==> config.mk <==
export PLATFORM = sky130hd
export DESIGN_NAME = uart_tx_flat
export DESIGN_NICKNAME = d
export VERILOG_FILES = /design/src/rtl/uart_tx_if.sv /design/src/rtl/uart_tx.sv /design/src/flat_wrapper.sv
export SDC_FILE = /design/constraint.sdc
export NUM_CORES = 1
export LEC_CHECK = 0
export CELL_PAD_IN_SITES_DETAIL_PLACEMENT = 1
export CELL_PAD_IN_SITES_GLOBAL_PLACEMENT = 2
export CORE_UTILIZATION = 36
export CTS_BUF_LIST = sky130_fd_sc_hd__clkbuf_4 sky130_fd_sc_hd__clkbuf_8 sky130_fd_sc_hd__clkbuf_16
export DETAILED_ROUTE_END_ITERATION = 8
export MAX_ROUTING_LAYER = met4
export PLACE_DENSITY_LB_ADDON = 0.1
export SYNTH_ARGS = -nofsm -noshare
export SYNTH_HDL_FRONTEND = slang
export SYNTH_SLANG_ARGS = --single-unit
==> constraint.sdc <==
create_clock -name clk_i -period 2.6 [get_ports clk_i]
set_clock_uncertainty 0.05 [all_clocks]
set_input_delay 0.26 -clock clk_i [delete_from_list [all_inputs] [get_ports clk_i]]
set_output_delay 0.26 -clock clk_i [all_outputs]
set_load 0.02 [all_outputs]
==> src/rtl/uart_tx_if.sv <==
// Host-side handshake and serial-line bundle for the UART transmitter.
// The transmitter takes the slave modport; host logic (or a bench) takes master.
interface uart_tx_if #(
  parameter int data_bits_p = 8
);
  logic                   tx_v_i;
  logic [data_bits_p-1:0] tx_i;
  logic                   tx_ready_and_o;
  logic                   tx_o;
  logic                   tx_done_o;

  modport slave (
    input  tx_v_i,
    input  tx_i,
    output tx_ready_and_o,
    output tx_o,
    output tx_done_o
  );

  modport master (
    output tx_v_i,
    output tx_i,
    input  tx_ready_and_o,
    input  tx_o,
    input  tx_done_o
  );
endinterface

==> src/rtl/uart_tx.sv <==
// UART transmitter: one word per valid/ready handshake is sent as
// start bit, LSB-first data, optional parity bit and one or two stop bits.
module uart_tx #(
  parameter int clk_per_bit_p = 10416,
  parameter int data_bits_p   = 8,
  parameter int parity_bit_p  = 0,
  parameter int parity_odd_p  = 0,
  parameter int stop_bits_p   = 1
) (
  input  logic     clk_i,
  input  logic     reset_n_i,
  uart_tx_if.slave bus
);

  localparam int cnt_w_lp = $clog2(clk_per_bit_p + 1);
  localparam int idx_w_lp = $clog2(data_bits_p + 1);

  localparam logic [cnt_w_lp-1:0] cnt_last_lp  = cnt_w_lp'(clk_per_bit_p - 1);
  localparam logic [idx_w_lp-1:0] data_last_lp = idx_w_lp'(data_bits_p - 1);
  localparam logic [idx_w_lp-1:0] stop_last_lp = idx_w_lp'(stop_bits_p - 1);

  typedef enum logic [2:0] {
    e_reset      = 3'd0,
    e_idle       = 3'd1,
    e_start_bit  = 3'd2,
    e_data_bits  = 3'd3,
    e_parity_bit = 3'd4,
    e_stop_bit   = 3'd5
  } state_e;

  state_e                 state_q,  state_d;
  logic [cnt_w_lp-1:0]    cnt_q,    cnt_d;
  logic [idx_w_lp-1:0]    idx_q,    idx_d;
  logic [data_bits_p-1:0] shift_q,  shift_d;
  logic                   parity_q, parity_d;
  logic                   tx_q,     tx_d;
  logic                   done_q,   done_d;
  logic                   bit_end;

  always_ff @(posedge clk_i or negedge reset_n_i) begin
    if (!reset_n_i) begin
      state_q  <= e_reset;
      cnt_q    <= '0;
      idx_q    <= '0;
      shift_q  <= '0;
      parity_q <= 1'b0;
      tx_q     <= 1'b1;
      done_q   <= 1'b0;
    end else begin
      state_q  <= state_d;
      cnt_q    <= cnt_d;
      idx_q    <= idx_d;
      shift_q  <= shift_d;
      parity_q <= parity_d;
      tx_q     <= tx_d;
      done_q   <= done_d;
    end
  end

  always_comb begin
    state_d  = state_q;
    cnt_d    = cnt_q;
    idx_d    = idx_q;
    shift_d  = shift_q;
    parity_d = parity_q;
    done_d   = 1'b0;
    bit_end  = (cnt_q == cnt_last_lp);

    case (state_q)
      e_reset: begin
        state_d = e_idle;
      end

      e_idle: begin
        cnt_d = '0;
        idx_d = '0;
        if (bus.tx_v_i) begin
          shift_d  = bus.tx_i;
          parity_d = (^bus.tx_i) ^ (parity_odd_p != 0);
          state_d  = e_start_bit;
        end
      end

      e_start_bit: begin
        cnt_d = bit_end ? '0 : cnt_q + 1'b1;
        if (bit_end) begin
          state_d = e_data_bits;
        end
      end

      e_data_bits: begin
        cnt_d = bit_end ? '0 : cnt_q + 1'b1;
        if (bit_end) begin
          shift_d = shift_q >> 1;
          if (idx_q == data_last_lp) begin
            idx_d   = '0;
            state_d = (parity_bit_p != 0) ? e_parity_bit : e_stop_bit;
          end else begin
            idx_d = idx_q + 1'b1;
          end
        end
      end

      e_parity_bit: begin
        cnt_d = bit_end ? '0 : cnt_q + 1'b1;
        if (bit_end) begin
          state_d = e_stop_bit;
        end
      end

      // The bit index doubles as the stop-bit counter.
      e_stop_bit: begin
        cnt_d = bit_end ? '0 : cnt_q + 1'b1;
        if (bit_end) begin
          if (idx_q == stop_last_lp) begin
            idx_d   = '0;
            done_d  = 1'b1;
            state_d = e_idle;
          end else begin
            idx_d = idx_q + 1'b1;
          end
        end
      end

      default: begin
        state_d = e_reset;
      end
    endcase

    // Line level follows the state being entered so tx_o is a plain flop.
    case (state_d)
      e_start_bit:  tx_d = 1'b0;
      e_data_bits:  tx_d = shift_d[0];
      e_parity_bit: tx_d = parity_d;
      default:      tx_d = 1'b1;
    endcase
  end

  assign bus.tx_ready_and_o = (state_q == e_idle);
  assign bus.tx_o           = tx_q;
  assign bus.tx_done_o      = done_q;

endmodule

==> src/flat_wrapper.sv <==
// flat-port wrapper written by rule: the top's interface ports become plain ports
module uart_tx_flat 
#(
  parameter int clk_per_bit_p = 10416,
  parameter int data_bits_p   = 8,
  parameter int parity_bit_p  = 0,
  parameter int parity_odd_p  = 0,
  parameter int stop_bits_p   = 1
)
  (clk_i, reset_n_i, bus_tx_v_i, bus_tx_i, bus_tx_ready_and_o, bus_tx_o, bus_tx_done_o);
  uart_tx_if #(.data_bits_p(data_bits_p)) bus_i ();
  input  logic clk_i;
  input  logic reset_n_i;
  input wire logic [$bits(bus_i.tx_v_i)-1:0] bus_tx_v_i;
  input wire logic [$bits(bus_i.tx_i)-1:0] bus_tx_i;
  output wire logic [$bits(bus_i.tx_ready_and_o)-1:0] bus_tx_ready_and_o;
  output wire logic [$bits(bus_i.tx_o)-1:0] bus_tx_o;
  output wire logic [$bits(bus_i.tx_done_o)-1:0] bus_tx_done_o;
  assign bus_i.tx_v_i = bus_tx_v_i;
  assign bus_i.tx_i = bus_tx_i;
  assign bus_tx_ready_and_o = bus_i.tx_ready_and_o;
  assign bus_tx_o = bus_i.tx_o;
  assign bus_tx_done_o = bus_i.tx_done_o;
  uart_tx #(.clk_per_bit_p(clk_per_bit_p), .data_bits_p(data_bits_p), .parity_bit_p(parity_bit_p), .parity_odd_p(parity_odd_p), .stop_bits_p(stop_bits_p)) u_core (.clk_i(clk_i), .reset_n_i(reset_n_i), .bus(bus_i));
endmodule
* Yosys cells after proc, flatten, opt, wreduce, memory -nomap -nowiden
Index checks and enable logic that the tools add are counted.
Word-level totals: bits of input ports 11, word-level logic and storage cells 56, flip-flop bits (word level) 32
Cells by class: muxes and demuxes 24, eq/ne operators 13, reductions and logical operators 9, add/subtract/negate cells 2
Operators by type and width (count):
- $pmux W14 S2 | 1
- $mux W3 | 7
- $pmux W3 S6 | 1
- $mux W4 | 4
- $mux W8 | 2
- $pmux W8 S2 | 1
- $add A14 B1 Y14 const B | 1
- $eq A14 B14 Y1 const B | 1
- $mux W14 | 1
- $eq A3 B2 Y1 const B | 4
- $pmux W4 S3 | 1
- $eq A3 B3 Y1 const B | 3
- $reduce_xor A8 Y1 | 1
- $reduce_and A3 Y1 | 2
- $mux W1 | 5
- $add A4 B1 Y4 const B | 1
- $eq A4 B3 Y1 const B | 1
- $logic_not A4 Y1 | 1
- $ne A2 B1 Y1 const B | 2
- $reduce_bool A2 Y1 | 2
- $reduce_or A4 Y1 | 1
- $eq A3 B1 Y1 const B | 1
- $logic_not A3 Y1 | 1
- $pmux W1 S3 | 1
- other kinds (2) | 2

* Depth between registers and ports, before layout
Gate-level depths: netlist (run 1).
depth after elaboration 6, mapped depth 7, depth with buffers taken out 7

* Worst setup path after synthesis (run 1)
No wires, ideal clock.
kind reg-to-reg, start point register u_core.cnt_q[9], end point register u_core.idx_q[2], data required time 2.424 ns, slack 0.372 ns, cell stages (with the launch flop) 6, arrival 2.052 ns, setup time 0.126 ns, path buffers 0, cells stage by stage dfrtp_1 -> or4b_4 -> nor4_4 -> a21oi_2 -> nand2b_4 -> a221o_1
On the way: word-level cells in the longest chain between the ends 3, elaborated cells on any way between the ends 4
RTL lines:
- start, declared | RTL line uart_tx.sv:32 | logic [cnt_w_lp-1:0] cnt_q, cnt_d;
- start signal, assigned | RTL line uart_tx.sv:51 | cnt_q <= cnt_d;
- $eq A14 B14 Y1 (*) | RTL line uart_tx.sv:67 | bit_end = (cnt_q == cnt_last_lp);
- $ne A2 B1 Y1 (no source line)
- $reduce_and A3 Y1 (no source line) (*)
- end signal, assigned | RTL line uart_tx.sv:52 | idx_q <= idx_d;
- end, declared | RTL line uart_tx.sv:33 | logic [idx_w_lp-1:0] idx_q, idx_d;
Mark *: on every way between the ends. The rest lies on a longest branch, timed or not. A chain may end at the register's enable or synchronous reset.

* Worst setup path in the final report (run 1)
start point register u_core.cnt_q[9], end point register u_core.tx_q (netlist: u_core.bus.tx_o)
On the way: word-level cells in the longest chain between the ends 5, elaborated cells on any way between the ends 12
RTL lines:
- $eq A14 B14 Y1 (*) | RTL line uart_tx.sv:67
- $mux W3 (on tied branches)
- $pmux W3 S6 | RTL line uart_tx.sv:69 | case (state_q)
- $eq A3 B3 Y1 or $eq A3 B2 Y1 (tied branches) | RTL line uart_tx.sv:131 | case (state_d)
- $pmux W1 S3 (*) | RTL line uart_tx.sv:131
- net u_core.tx_d | RTL line uart_tx.sv:36 | logic tx_q, tx_d;
- end signal, assigned | RTL line uart_tx.sv:55 | tx_q <= tx_d;
- end, declared | RTL line uart_tx.sv:36
Mark *: on every way through the listed nets, which the timed path passes. The rest lies on a longest branch. The select of a mux whose other input is x is not followed.

==> metrics.md, run 1 <==
| Metric | Value |
|---|---|
| Outcome | complete, no violations |
| Leading cell types in the layout, fill and taps excluded | sky130_fd_sc_hd__dfrtp_1, sky130_fd_sc_hd__nand2_1, sky130_fd_sc_hd__o21ai_0 |
| Total of hold buffers inserted after clock tree synthesis | 0 |
| Number of maximum-capacitance violations | 0 |
| Highest achievable clock rate | 435 MHz |
| Total setup violations reported at the end of the flow | 0 |
| Crit Path Class | reg2reg |
| CP Max Fanout | 5 |
| Number of cells produced by synthesis | 203 |
| Number of synthesized flops with an enable pin | 0 |
| Gr ovfl total | 0 |
| Setup repair after global routing missed its margin | false |
| Number of I/O port buffers | 13 |
| Minimum clock period | 2.30 ns |
| Max-slew violation total from the final report | 0 |
| Kind of end point of the critical path | register |
| Cell Chain, Critical Path | or4b_4, nor4_4, buf_4, nand4b_1, a221oi_1, o21ai_0 |
| Delay of the slowest critical-path stage | 0.57 ns |
| Portion of total power attributed to the clock network | 33.9% |
| Layout filler cell count | 567 |
| CTS HTree Levels | 2 |
| Area added between synthesis and finish | 17.9% |
| Overall die height | 74.0 um |
| Area of the multi-input gates | 997 um2 |
| Commonest non-fill, non-tap cell in the layout | sky130_fd_sc_hd__dfrtp_1 |
| Synthesis-stage register bit count | 32 |
| Mapped Area | 0.00187 mm2 |
| Count of pins on the block boundary | 14 |
| Total negative slack | 0 ns |
| Relative contribution of sequential cells to total power | 46.9% |
| Primary FF master, synth | sky130_fd_sc_hd__dfrtp_1 |
| Clock transition at the registers of the reported paths | 0.08 ns |
| Tightest Pin Transition | 0.647 ns |
| Initial core utilization | 38.5% |
| Placement Rows | 25 |
| DR vias | 1602 |
| Post CTS Setup Buffer Count | 0 |
| Maximum number of pins on one net before global-route repair | 33 |
| Buffers from clock root to sink, at most | 2 |
| Final HPWL from detailed placement | 3370 um |
| Synth warnings | 0 |
| Count of endpoints failing hold in the final timing report | 0 |
| Area occupied by registers | 802 um2 |
| TritonCTS clock tree | done |
| Pwr dens | 661 mW/mm2 |
| Post-detailed-route count of antenna-violating nets | 0 |
| Type of the worst min-delay path | in2async |
| Share of the clock period used by the worst path | 88.4% |
| Drt total wl | 4700 um |
| Sinks on Clock Net | 32 |
| IR drop worst, VDD | 0.348 mV |
| Net switching component of the power | 0.447 mW |
| Register area share after synthesis | 43.0% |
| Worst endpoint required time | 2.75 ns |
| Area of the placeable core | 0.00485 mm2 |
| Number of nets in the layout | 236 |
| Fraction of final layout cells sized beyond drive strength 1 | 12.6% |
| 1st-pass router iterations | 4 |
| Area of the die | 0.00547 mm2 |
| Nature of the critical path startpoint | register |
| Remaining design rule violation count | 0 |
| Slew HR | 56.5% |
| Average wire per standard cell | 16.3 um |
| Number of gates resized after CTS | 0 |
| Slowest stage cell, crit path | sky130_fd_sc_hd__or4b_4 |
| Mean post-synth cell area | 9.19 um2 |
| Arr. time, crit path | 2.45 ns |
| Post-synth cell types | 53 |
| GRT Overall Usage | 19.9% |
| Mapped Nets | 218 |
| Internal Pwr Total | 1.01 mW |
| Wire length of the first global-routing pass | 7890 um |
| Worst hold margin | 0.324 ns |
| Average vias per placed instance | 5.54 |
| Combinational power share | 19.2% |
| Weighted congestion reported at the end of routability-driven placement | 0.812 |
| Sw Ratio | 30.7% |
| Number of buffers added by the clock tree synthesis step | 5 |
| Antenna diodes | 0 |
| Cell at the root of the clock tree | sky130_fd_sc_hd__clkbuf_8 |
| Share of flip-flops with an asynchronous set or reset | 100% |
| Initial antenna violation count | 0 |
| Initial drt markers | 69 |
| Die width | 74.0 um |
| Number of global-route vias before repair | 1681 |
| Source-to-sink clock delay at the later pin of the worst-skew pair | 0.29 ns |
| Static leakage | 0.952 nW |
kinds of logic (layout without fill, tap and decap cells):
family,Yosys count,count (layout),share of synthesized area [%]
AND/OR/NAND/NOR,86,86,24.9
AO/OA/AOI/OAI,53,53,20.2
flip-flops,32,32,43.0
buffers and inverters,16,35,3.56
XOR/XNOR,11,11,5.16
adder cells (fa/ha/maj),4,4,2.68
multiplexers,1,1,0.537
synthesized netlist by cell type (5+ instances only):
| cell type | n | area share, % |
|---|---|---|
| sky130_fd_sc_hd__clkbuf_1 | 5 | 1.0 |
| sky130_fd_sc_hd__xnor2_1 | 9 | 4.2 |
| sky130_fd_sc_hd__nand4_1 | 5 | 1.7 |
| sky130_fd_sc_hd__inv_1 | 8 | 1.6 |
| sky130_fd_sc_hd__o21ai_0 | 23 | 6.2 |
| sky130_fd_sc_hd__a22oi_1 | 6 | 2.4 |
| sky130_fd_sc_hd__nor2b_1 | 5 | 1.7 |
| sky130_fd_sc_hd__dfrtp_1 | 31 | 42 |
| sky130_fd_sc_hd__nand2_1 | 28 | 5.6 |
| sky130_fd_sc_hd__nor2_1 | 15 | 3.0 |
| sky130_fd_sc_hd__nand3_1 | 8 | 2.1 |
final cells by class:
class | instances | share of cell area [%]
multi-input combinational | 155 | 45.3
sequential | 32 | 36.5
timing repair buffer | 19 | 7.96
tap | 67 | 3.81
clock buffer | 6 | 3.47
clock inverter | 2 | 1.59
inverter | 8 | 1.37
path summary, 6_finish.rpt:
path	start	end	slack, ns	cells past startpoint
min reg2reg	u_core.shift_q[1]	u_core.shift_q[1]	0.43	2
max	u_core.cnt_q[9]	u_core.bus.tx_o	0.30	6
min	reset_n_i	u_core.cnt_q[13]	0.32	2
min in group clk_i	u_core.shift_q[1]	u_core.shift_q[1]	0.43	2
max in group asynchronous	reset_n_i	u_core.bus.tx_o	1.82	2
max reg2reg	u_core.cnt_q[9]	u_core.bus.tx_o	0.30	6
routing by layer:
metal / part of all wire, % / vias up / track usage (%)
li1: - / 767 / -
met3: 2.6 / 7 / 4.47
met4: 1.2 / 0 / 7.69
met5: 0 / - / -
met2: 49 / 23 / 32.0
met1: 47 / 805 / 24.3
sequential cells by signal, indices dropped and copies added (netlist names):
signal	cells
u_core.cnt_q	14
u_core.shift_q	8
u_core.idx_q	4
u_core.state_q	3
u_core.bus.tx_done_o	1
u_core.bus.tx_o	1
u_core.parity_q	1
worst max-delay path, delay by kind of cell (launching register included):
kind | cells | cell delay (ns)
simple gates | 3 | 1.06
compound gates | 2 | 0.45
flops | 1 | 0.43
buf+inv | 1 | 0.20
metrics by stage:
stage	instances	setup WS (ns)	utilization, %	area, um2	total power [mW]
2_1_floorplan	203	0.372	-	1870	0.861
3_3_place_gp	281	0.423	43.1	2090	0.949
3_5_place_dp	281	0.388	43.1	2090	0.972
4_1_cts	289	0.289	45.4	2200	1.47
5_1_grt	289	0.204	45.4	2200	1.54
6_report	289	0.302	45.4	2200	1.45
power groups by stage:
stage	Sequential (mW)	Clock, mW	Combinational [mW]
after global routing	0.696	0.519	0.320
after global placement	0.681	0	0.267
final	0.681	0.493	0.279
after floorplan	0.659	0	0.202
after CTS	0.679	0.504	0.287
after detailed placement	0.689	0	0.283
No activity file was read; power rests on OpenSTA's default activity.
==> run 2: changes to the inputs <==
--- a/config.mk
+++ b/config.mk
@@ -7,8 +7,8 @@
 export LEC_CHECK = 0
 export CELL_PAD_IN_SITES_DETAIL_PLACEMENT = 1
 export CELL_PAD_IN_SITES_GLOBAL_PLACEMENT = 2
+export CORE_MARGIN = 2
 export CORE_UTILIZATION = 36
-export CTS_BUF_LIST = sky130_fd_sc_hd__clkbuf_4 sky130_fd_sc_hd__clkbuf_8 sky130_fd_sc_hd__clkbuf_16
 export DETAILED_ROUTE_END_ITERATION = 8
 export MAX_ROUTING_LAYER = met4
 export PLACE_DENSITY_LB_ADDON = 0.1
==> metrics.md, run 2 (synthesized netlist as in run 1, its figures left out) <==
| Metric | Value |
|---|---|
| Total setup violations reported at the end of the flow | 0 (unchanged) |
| Share of the clock period used by the worst path | 86.9% (-1.5 points) |
| IR drop worst, VDD | 0.295 mV (-15%) |
| Cell at the root of the clock tree | sky130_fd_sc_hd__clkbuf_8 |
| Post-detailed-route count of antenna-violating nets | 0 (unchanged) |
| DR WL met2 | 2230 um (-2.6%) |
| Final standard cell area without fillers | 0.00217 mm2 (-1.1%) |
| Wire length of the first global-routing pass | 8210 um (+4.0%) |
| Clock transition at the registers of the reported paths | 0.07 ns (about the same) |
| Highest achievable clock rate | 443 MHz (+1.8%) |
| Static leakage | 0.933 nW (-1.9%) |
| Delay of the slowest critical-path stage | 0.58 ns (about the same) |
| Cell Chain, Critical Path | or4b_4, nor4_4, buf_4, nand4b_1, a221oi_1, o21ai_0 |
| Initial antenna violation count | 0 (unchanged) |
| M1 WL | 2120 um (-5.0%) |
| Setup Slack @ Placement | 0.375 ns (-0.0126 ns) |
| Critical path buffer and inverter count | 1 (unchanged) |
| Crit Path Class | reg2reg |
| Kind of end point of the critical path | register |
| Drt total wl | 4580 um (-2.5%) |
| Total of hold buffers inserted after clock tree synthesis | 0 (unchanged) |
| Non-filler instance count after layout | 291 (+0.69%) |
| Cell type group with the largest total delay on the critical path | simple AND/OR/NAND/NOR gates |
| Slew HR | 61.2% (+4.7 points) |
| Type of the worst min-delay path | in2async |
| Top routing layer in use | met4 |
| Minimum clock period | 2.26 ns (-0.0395 ns) |
| Fraction of final layout cells sized beyond drive strength 1 | 11.3% (-1.3 points) |
| Initial core utilization | 37.0% (-1.5 points) |
| Setup repair after global routing missed its margin | false |
| TritonCTS clock tree | done |
| Maximum number of pins on one net before global-route repair | 33 (unchanged) |
| Placement Rows | 26 (+4.0%) |
| Source-to-sink clock delay at the later pin of the worst-skew pair | 0.29 ns (about the same) |
| Number of I/O port buffers | 13 (unchanged) |
| DR vias | 1584 (-1.1%) |
| Minimum setup slack in the final design | 0.342 ns (+0.0395 ns) |
| CTS HTree Levels | 2 (unchanged) |
| Registers with the most flip-flops | u_core.cnt_q: 14 flops, u_core.shift_q: 8 flops, u_core.idx_q: 4 flops |
| Weighted congestion reported at the end of routability-driven placement | 0.792 (-2.5%) |
| Number of buffers added by the clock tree synthesis step | 5 (unchanged) |
| Dpl cells | 283 (+0.71%) |
| Gr ovfl total | 0 (unchanged) |
| Slowest stage cell, crit path | sky130_fd_sc_hd__or4b_4 |
| Number of global-route vias before repair | 1708 (+1.6%) |
| Number of gates resized after CTS | 0 (unchanged) |
| Average vias per placed instance | 5.44 (-1.8%) |
| Overall die height | 76.0 um (+2.7%) |
| Final HPWL from detailed placement | 3440 um (+2.0%) |
| 1st-pass router iterations | 4 (unchanged) |
| Average wire per standard cell | 15.7 um (-3.1%) |
| Number of flip-flops in the largest register | 14 (unchanged) |
| Number of nets in the layout | 235 (-0.42%) |
| Area added between synthesis and finish | 16.6% |
| Commonest non-fill, non-tap cell in the layout | sky130_fd_sc_hd__dfrtp_1 |
| Outcome | complete, no violations |
| Met3 Wirelength | 184 um (+50%) |
| Arr. time, crit path | 2.41 ns (-0.04 ns) |
| Number of maximum-capacitance violations | 0 (unchanged) |
| Tightest Pin Transition | 0.577 ns (-0.0701 ns) |
| Total design power | 1.35 mW (-7.1%) |
| Antenna diodes | 0 (unchanged) |
| GRT Overall Usage | 18.0% (-1.9 points) |
| Count of pins on the block boundary | 14 (unchanged) |
| Post CTS Setup Buffer Count | 0 (unchanged) |
| CP Max Fanout | 8 (+3) |
| Total negative slack | 0 ns (unchanged) |
| Initial drt markers | 113 (+64%) |
| Max-slew violation total from the final report | 0 (unchanged) |
| Die width | 76.0 um (+2.7%) |
| Count of endpoints failing hold in the final timing report | 0 (unchanged) |
| Nature of the critical path startpoint | register |
| Area of the placeable core | 0.00504 mm2 (+4.0%) |
| Buffers from clock root to sink, at most | 2 (unchanged) |
| Area of the die | 0.00577 mm2 (+5.5%) |
| Leading cell types in the layout, fill and taps excluded | sky130_fd_sc_hd__dfrtp_1, sky130_fd_sc_hd__nand2_1, sky130_fd_sc_hd__o21ai_0 |
| Cell area reported after detailed placement | 0.00208 mm2 (-0.18%) |
| Remaining design rule violation count | 0 (unchanged) |
| Sinks on Clock Net | 32 (unchanged) |
| Register with the highest flop count | u_core.cnt_q |
| Pwr dens | 621 mW/mm2 (-6.0%) |
| Layout filler cell count | 593 (+4.6%) |
| Worst endpoint required time | 2.76 ns (about the same) |
run 2: changes by cell type in the layout (fill, tap and decap cells not counted), sizes merged:
cell and change:
clkbuf +2, buf -1, bufinv -1, clkinv -1
run 2: final timing paths:
kind | start | end | slack (ns) | depth (start not counted)
max | u_core.cnt_q[9] | u_core.bus.tx_o | 0.34 | 6
min | reset_n_i | u_core.idx_q[3] | 0.33 | 2
max reg2reg | u_core.cnt_q[9] | u_core.bus.tx_o | 0.34 | 6
min reg2reg | u_core.shift_q[4] | u_core.shift_q[4] | 0.43 | 2
max in group asynchronous | reset_n_i | u_core.bus.tx_o | 1.84 | 2
min in group clk_i | u_core.shift_q[4] | u_core.shift_q[4] | 0.43 | 2
run 2: metal layers:
layer	GRT usage, %	vias to the layer above
li1	-	764
met2	28.8	26
met5	-	-
met4	5.64	0
met3	4.03	5
met1	23.0	789
run 2: layout make-up:
cell class	instances	area (um2)	share of cell area, %
clock buffers	8	90.1	4.14
flip-flops and latches	32	802	36.9
inverters	8	30.0	1.38
repair buffers	18	168	7.71
well taps	70	87.6	4.03
multi-input cells	155	997	45.9
run 2: per-stage QoR:
step	hold slack [ns]	utilization, %
after floorplan	-0.0856	-
after global placement	0.412	41.3
after detailed placement	0.415	41.3
after CTS	0.348	43.1
after global routing	0.380	43.1
final	0.328	43.1
run 2: where the power goes:
group	switching (mW)	leakage (nW)	internal, mW
registers	0.0881	0.397	0.589
clock network	0.185	0.0455	0.216
logic	0.151	0.491	0.122
==> run 3: changes to the inputs <==
--- a/config.mk
+++ b/config.mk
@@ -12,6 +12,7 @@
 export DETAILED_ROUTE_END_ITERATION = 8
 export MAX_ROUTING_LAYER = met4
 export PLACE_DENSITY_LB_ADDON = 0.1
+export SLEW_MARGIN = 15
 export SYNTH_ARGS = -nofsm -noshare
 export SYNTH_HDL_FRONTEND = slang
 export SYNTH_SLANG_ARGS = --single-unit
==> results of run 3 <==
Same layout as run 2: the final DEF is identical, and so are final timing and power.
